<file path="src/rtl/mem_stage.sv">
// Memory stage: serialises loads and stores into byte-wide accesses on an 8-bit
// synchronous memory port, stalling the pipeline until the access completes.
module mem_stage (
  input  logic        clk_in,
  input  logic        rst_in,
  input  logic        rdy_in,
  input  logic        forward,
  input  logic [4:0]  rd_addr,
  input  logic [31:0] rd_val,
  input  logic [6:0]  ins_type,
  input  logic [2:0]  ins_details,
  input  logic [31:0] mem_addr,
  input  logic [31:0] mem_val,
  input  logic [7:0]  mem_din,
  output logic [31:0] mem_a,
  output logic        mem_wr,
  output logic [7:0]  mem_dout,
  output logic        out_forward,
  output logic [4:0]  out_rd_addr,
  output logic [31:0] out_rd_val,
  output logic        stall_req
);
  localparam logic [6:0] OP_LOAD  = 7'b0000011;
  localparam logic [6:0] OP_STORE = 7'b0100011;

  typedef enum logic [1:0] {IDLE, ACCESS, WAIT, DONE} state_t;

  state_t      state;
  logic [1:0]  k;
  logic [31:0] buffer;
  logic        hold_load;
  logic        hold_forward;
  logic [4:0]  hold_rd_addr;
  logic [31:0] hold_rd_val;
  logic [31:0] hold_addr;
  logic [31:0] hold_val;
  logic [2:0]  hold_funct3;
  logic [31:0] addr_q;
  logic        wr_q;
  logic [7:0]  dout_q;
  logic [7:0]  snap;
  logic        snapped;

  logic        is_load;
  logic        is_store;
  logic [1:0]  k_last;
  logic [1:0]  k_next;
  logic [1:0]  k_prev;
  logic [7:0]  din_byte;
  logic [31:0] load_val;

  assign is_load  = (ins_type == OP_LOAD);
  assign is_store = (ins_type == OP_STORE);
  assign k_last   = hold_funct3[1] ? 2'd3 : {1'b0, hold_funct3[0]};
  assign k_next   = k + 2'd1;
  assign k_prev   = k - 2'd1;
  // The memory answers one cycle after issue even if rdy_in drops, so the
  // first byte seen during a stall is snapshotted and used when rdy_in returns.
  assign din_byte = snapped ? snap : mem_din;

  always_comb begin
    load_val = buffer;
    case (hold_funct3)
      3'b000:  load_val = {{24{buffer[7]}}, buffer[7:0]};
      3'b001:  load_val = {{16{buffer[15]}}, buffer[15:0]};
      3'b100:  load_val = {24'd0, buffer[7:0]};
      3'b101:  load_val = {16'd0, buffer[15:0]};
      default: load_val = buffer;
    endcase
  end

  always_ff @(posedge clk_in) begin
    if (rst_in) begin
      state        <= IDLE;
      k            <= 2'd0;
      buffer       <= 32'd0;
      hold_load    <= 1'b0;
      hold_forward <= 1'b0;
      hold_rd_addr <= 5'd0;
      hold_rd_val  <= 32'd0;
      hold_addr    <= 32'd0;
      hold_val     <= 32'd0;
      hold_funct3  <= 3'd0;
      addr_q       <= 32'd0;
      wr_q         <= 1'b0;
      dout_q       <= 8'd0;
      snap         <= 8'd0;
      snapped      <= 1'b0;
    end else if (!rdy_in) begin
      if (!snapped) begin
        snap    <= mem_din;
        snapped <= 1'b1;
      end
    end else begin
      snapped <= 1'b0;
      case (state)
        IDLE: begin
          if (is_load || is_store) begin
            state        <= ACCESS;
            k            <= 2'd0;
            buffer       <= 32'd0;
            hold_load    <= is_load;
            hold_forward <= forward;
            hold_rd_addr <= rd_addr;
            hold_rd_val  <= rd_val;
            hold_addr    <= mem_addr;
            hold_val     <= mem_val;
            hold_funct3  <= ins_details;
            addr_q       <= mem_addr;
            wr_q         <= is_store;
            dout_q       <= mem_val[7:0];
          end
        end
        ACCESS: begin
          if (hold_load && k != 2'd0)
            buffer[{k_prev, 3'b000} +: 8] <= din_byte;
          if (k == k_last) begin
            state <= hold_load ? WAIT : DONE;
            wr_q  <= 1'b0;
          end else begin
            k      <= k_next;
            addr_q <= hold_addr + {30'd0, k_next};
            wr_q   <= !hold_load;
            dout_q <= hold_val[{k_next, 3'b000} +: 8];
          end
        end
        WAIT: begin
          buffer[{k, 3'b000} +: 8] <= din_byte;
          state <= DONE;
        end
        DONE: begin
          state <= IDLE;
          k     <= 2'd0;
        end
        default: state <= IDLE;
      endcase
    end
  end

  // Everything is forced quiet while reset is asserted, even before the first edge.
  always_comb begin
    mem_a       = 32'd0;
    mem_wr      = 1'b0;
    mem_dout    = 8'd0;
    out_forward = 1'b0;
    out_rd_addr = 5'd0;
    out_rd_val  = 32'd0;
    stall_req   = 1'b0;
    if (!rst_in) begin
      mem_a    = addr_q;
      mem_dout = dout_q;
      mem_wr   = wr_q && rdy_in && (state == ACCESS);
      case (state)
        IDLE: begin
          if (is_load || is_store) begin
            stall_req = 1'b1;
          end else begin
            out_forward = forward;
            out_rd_addr = rd_addr;
            out_rd_val  = rd_val;
          end
        end
        ACCESS, WAIT: stall_req = 1'b1;
        DONE: begin
          out_forward = hold_forward;
          out_rd_addr = hold_rd_addr;
          out_rd_val  = hold_load ? load_val : hold_rd_val;
        end
        default: stall_req = 1'b0;
      endcase
    end
  end
endmodule

</file>
<file path="config.mk">
export PLATFORM = sky130hd
export DESIGN_NAME = mem_stage
export DESIGN_NICKNAME = d
export VERILOG_FILES = /design/src/rtl/mem_stage.sv
export SDC_FILE = /design/constraint.sdc
export NUM_CORES = 1
export LEC_CHECK = 0
export ABC_AREA = 1
export BUFFER_PORTS_ARGS = -buffer_cell sky130_fd_sc_hd__buf_2
export CORE_ASPECT_RATIO = 1.25
export CORE_MARGIN = 3
export CORE_UTILIZATION = 40
export DETAILED_ROUTE_END_ITERATION = 8
export PLACE_DENSITY_LB_ADDON = 0.3
export SYNTH_ARGS = -nofsm -noshare
export SYNTH_HDL_FRONTEND = slang
export SYNTH_SLANG_ARGS = --single-unit
</file>
<file path="constraint.sdc">
create_clock -name clk_in -period 2.9 [get_ports clk_in]
set_clock_uncertainty 0.15 [all_clocks]
set_input_delay 0.58 -clock clk_in [delete_from_list [all_inputs] [get_ports clk_in]]
set_output_delay 0.58 -clock clk_in [all_outputs]
set_load 0.02 [all_outputs]
</file>
==> flow_metrics.tcl <==
set metrics [dict create \
    hold_end "hold_val[10]$_SDFFE_PP0P_" \
    syn_avg_cell_area_sq_um 5.979 \
    cts_max_path_buffers 2 \
    combPwrFrac_pct 21.8 \
    grt_pass1_wl_microns 61320 \
    worstHoldPathCells 3 \
    cts_buffers 17 \
    clock_latency_ps 440 \
    timing.rr.end "addr_q[8]$_SDFFE_PP0P_" \
    cp_top_family "buffers and inverters" \
    drtIter0Drc 1150 \
    fin_hold_ws_ps 256.5 \
    crit_top_cell "a21oi_1" \
    min_path_type "primary input to flop" \
    critPathMaxFanout 28 \
    p_clk_share_pct 36.8 \
    setup-tns-final_ps 0 \
    worst_pin_slew_ps 682.0 \
    finalInstanceArea_sq_um 13480 \
    swShare_pct 32.60 \
    route.detailed.drc 0 \
    worst-path-stages 7 \
    place_congestion 0.9645 \
    wl_microns 39560 \
    cp-start-kind "flop" \
    postPlaceCellArea_sq_um 12850 \
    dr.pass1.iters 7 \
    synth_seq_cells 192 \
    relSlewSlack_pct 54.53 \
    synth_cell_types 36 \
    grt_max_degree 94 \
    worstHoldStart "mem_val[10]" \
    crit_arrival_ps 2020 \
    power_leakage_nw 5.375 \
    seq_area_frac_synth_pct 33.15 \
    intPower_mw 4.367 \
    worstSetupEndpointType "output port" \
    yosysWarnings 0 \
    switchingPower_mw 2.113 \
    clkTransAtPathRegs_ps 70 \
    max_freq_mhz 363.3 \
    syn_nets 2075 \
    grt-ovfl-total 0 \
    syn_area_sq_um 11590 \
    r2r_slack_ps 260 \
    post_drt_wl_per_cell_microns 16.14 \
    portBuffers 202 \
    root_buffer "clkbuf_16" \
    num_io_pins 203 \
    antenna_found_initial 1 \
    seq_power_share_pct 41.5 \
    r2r_cells 12 \
    powerDensity_nw_per_um2 480.9 \
    critPathBufInv 3 \
    die_area_sq_um 31080 \
    first_global_vias 11740 \
    initial_core_util_pct 40.69 \
    setup_violations 0 \
    fin_crit_ps 2753 \
    dp.cells 2415 \
    fp.dieH_microns 196.3 \
    syn_inst 1939 \
    period_share_pct 94.92 \
    dp_hpwl_microns 28290 \
    syn2layout_area_growth_pct 16.23 \
    pre_cts_slack_ps 290.7 \
    drive_above_1_share_pct 15.70 \
    maxCapViolCount 0 \
    rows 69 \
    fin_nets 2218 \
    coreArea_sq_um 28490 \
    vias 13000 \
    stdcell_count 2451 \
    rr_startpoint "k[1]$_SDFFE_PP0P_" \
    ir_worst_vdd_uv 296.1 \
    finalWorstSetupSlack_ps 147.4 \
    cp_slowest_cell "dfxtp_1" \
    hold_violations 0 \
    cpPeakStageDelay_ps 380 \
    ctsHtreeMaxLevel 4 \
    die_x_microns 158.3 \
    status "finished clean" \
    grt_usage_pct 24.62 \
    vias_per_cell 5.305 \
    antenna_left 0 \
    cts.sinks 192 \
    slew_violations 0 \
    cp_cell_sequence "ha_1, inv_1, buf_12, a21oi_1, o21ai_0, a21oi_1, buf_2" \
    cts_tree "done" \
    required_ps 2170 \
    worstSetupPathType "flop to output port" \
]
-- tightest hold or removal path: stages --
cell     delay, ps
buf_2           90
nand3_1         70
a21oi_1         60
-- synth_stat cells --
library cell	count	area, sq um
a211oi_1	1	7.510
a21oi_1	244	1221
a21oi_2	17	148.9
a21oi_4	1	16.27
a31oi_1	3	18.77
buf_1	8	30.03
buf_2	43	215.2
buf_4	9	67.56
buf_6	5	56.30
clkbuf_1	51	191.4
clkinv_1	2	7.510
dfxtp_1	192	3844
fa_1	1	20.02
ha_1	12	150.1
inv_1	167	626.9
inv_2	6	22.52
inv_4	1	6.260
nand2_1	666	2500
nand2_2	13	81.33
nand3_1	134	670.6
nand3_2	3	30.03
nand3_4	2	35.03
nand3b_1	1	7.510
nand4_1	14	87.58
nor2_1	197	739.5
nor2_2	5	31.28
nor2_4	1	11.26
nor2_8	2	40.04
nor3_1	1	5.000
o211ai_1	1	7.510
o21a_1	1	7.510
o21ai_0	127	635.6
o22ai_1	5	31.28
o31ai_1	1	7.510
or2_2	1	6.260
xnor2_1	1	8.760
-- final cells by class --
class                      count  area, sq um
fill                        3032        15010
multi-input combinational   1455         6548
sequential                   192         3846
timing repair buffer         240         1386
inverter                     176        666.9
clock buffer                  24        491.7
tap                          355        444.2
clock inverter                 8        90.09
antenna                        1        2.502
-- power by group through the flow --
stage | clock network (mW) | logic (mW) | registers, mW
5_1_grt | 2.53 | 1.54 | 2.69
2_1_floorplan | 0 | 0.896 | 2.74
3_3_place_gp | 0 | 1.38 | 2.75
3_5_place_dp | 0 | 1.39 | 2.75
4_1_cts | 2.42 | 1.39 | 2.69
6_report | 2.38 | 1.41 | 2.69
-- placed cells by master (no fill, tap or decap), types with 2 or more instances in the layout --
cell type,n
a31oi_1,2
nor2_1,197
clkbuf_8,4
clkinv_1,2
nand3_2,3
dfxtp_2,2
nand4_1,14
inv_2,7
nor2_8,2
clkbuf_16,17
nand3_4,2
nor2_2,5
ha_1,10
o21ai_0,127
o22ai_1,5
nand3_1,134
buf_4,32
clkbuf_1,3
dfxtp_1,190
inv_1,165
nand2_1,666
buf_2,201
nand2_2,12
ha_2,2
a21oi_1,244
buf_12,7
inv_6,4
a21oi_2,17
-- through the flow --
step	utilization, %	total power, mW
2_1_floorplan	-	3.637
3_3_place_gp	45.11	4.126
3_5_place_dp	45.11	4.134
4_1_cts	47.15	6.498
5_1_grt	47.30	6.753
6_report	47.30	6.480
-- kinds of logic after synthesis --
logic type | synth area share [%]
DFF | 33.15
buffers and inverters | 10.55
and+or+nand+nor | 36.62
xor gates and xnor gates | 0.07556
adders and majority gates | 1.468
AOI/OAI and AO/OA | 18.13
-- registers in the layout (all words and copies together), names as in the netlist --
signal        cells
k                 2
hold_load         1
snapped           1
snap              8
hold_rd_addr      5
hold_rd_val      32
state             2
hold_val         32
addr_q           32
hold_funct3       3
wr_q              1
dout_q            8
hold_addr        32
buffer           32
hold_forward      1
-- routing by layer --
layer / global-route usage, % / vias up / share of wire, %
met1: 32.83 / 5948 / 42
met5: 0 / - / 0
met4: 9.308 / 0 / 3.2
li1: - / 6468 / -
met3: 3.558 / 71 / 6.7
met2: 40.31 / 516 / 48
-- what timing repair did --
action,in CTS,in global routing
endpoints found under the setup margin,7,38
hold buffers,0,0
setup buffers,0,3
pin swaps,0,0
resized for setup,0,6
-- worst max-delay path by stage --
stage | from | to | slack, ps
floorplan | k[0]$_SDFFE_PP0P_ | addr_q[24]$_SDFFE_PP0P_ | 250
global placement | k[1]$_SDFFE_PP0P_ | addr_q[24]$_SDFFE_PP0P_ | 340
detailed placement | k[1]$_SDFFE_PP0P_ | addr_q[24]$_SDFFE_PP0P_ | 290
CTS | hold_funct3[1]$_SDFFE_PP0P_ | out_rd_val[19] | -40
global route | hold_funct3[1]$_SDFFE_PP0P_ | out_rd_val[19] | -0.9
finish | state[1]$_SDFFE_PP0P_ | out_rd_val[7] | 150
No activity file was read; power rests on OpenSTA's default activity.
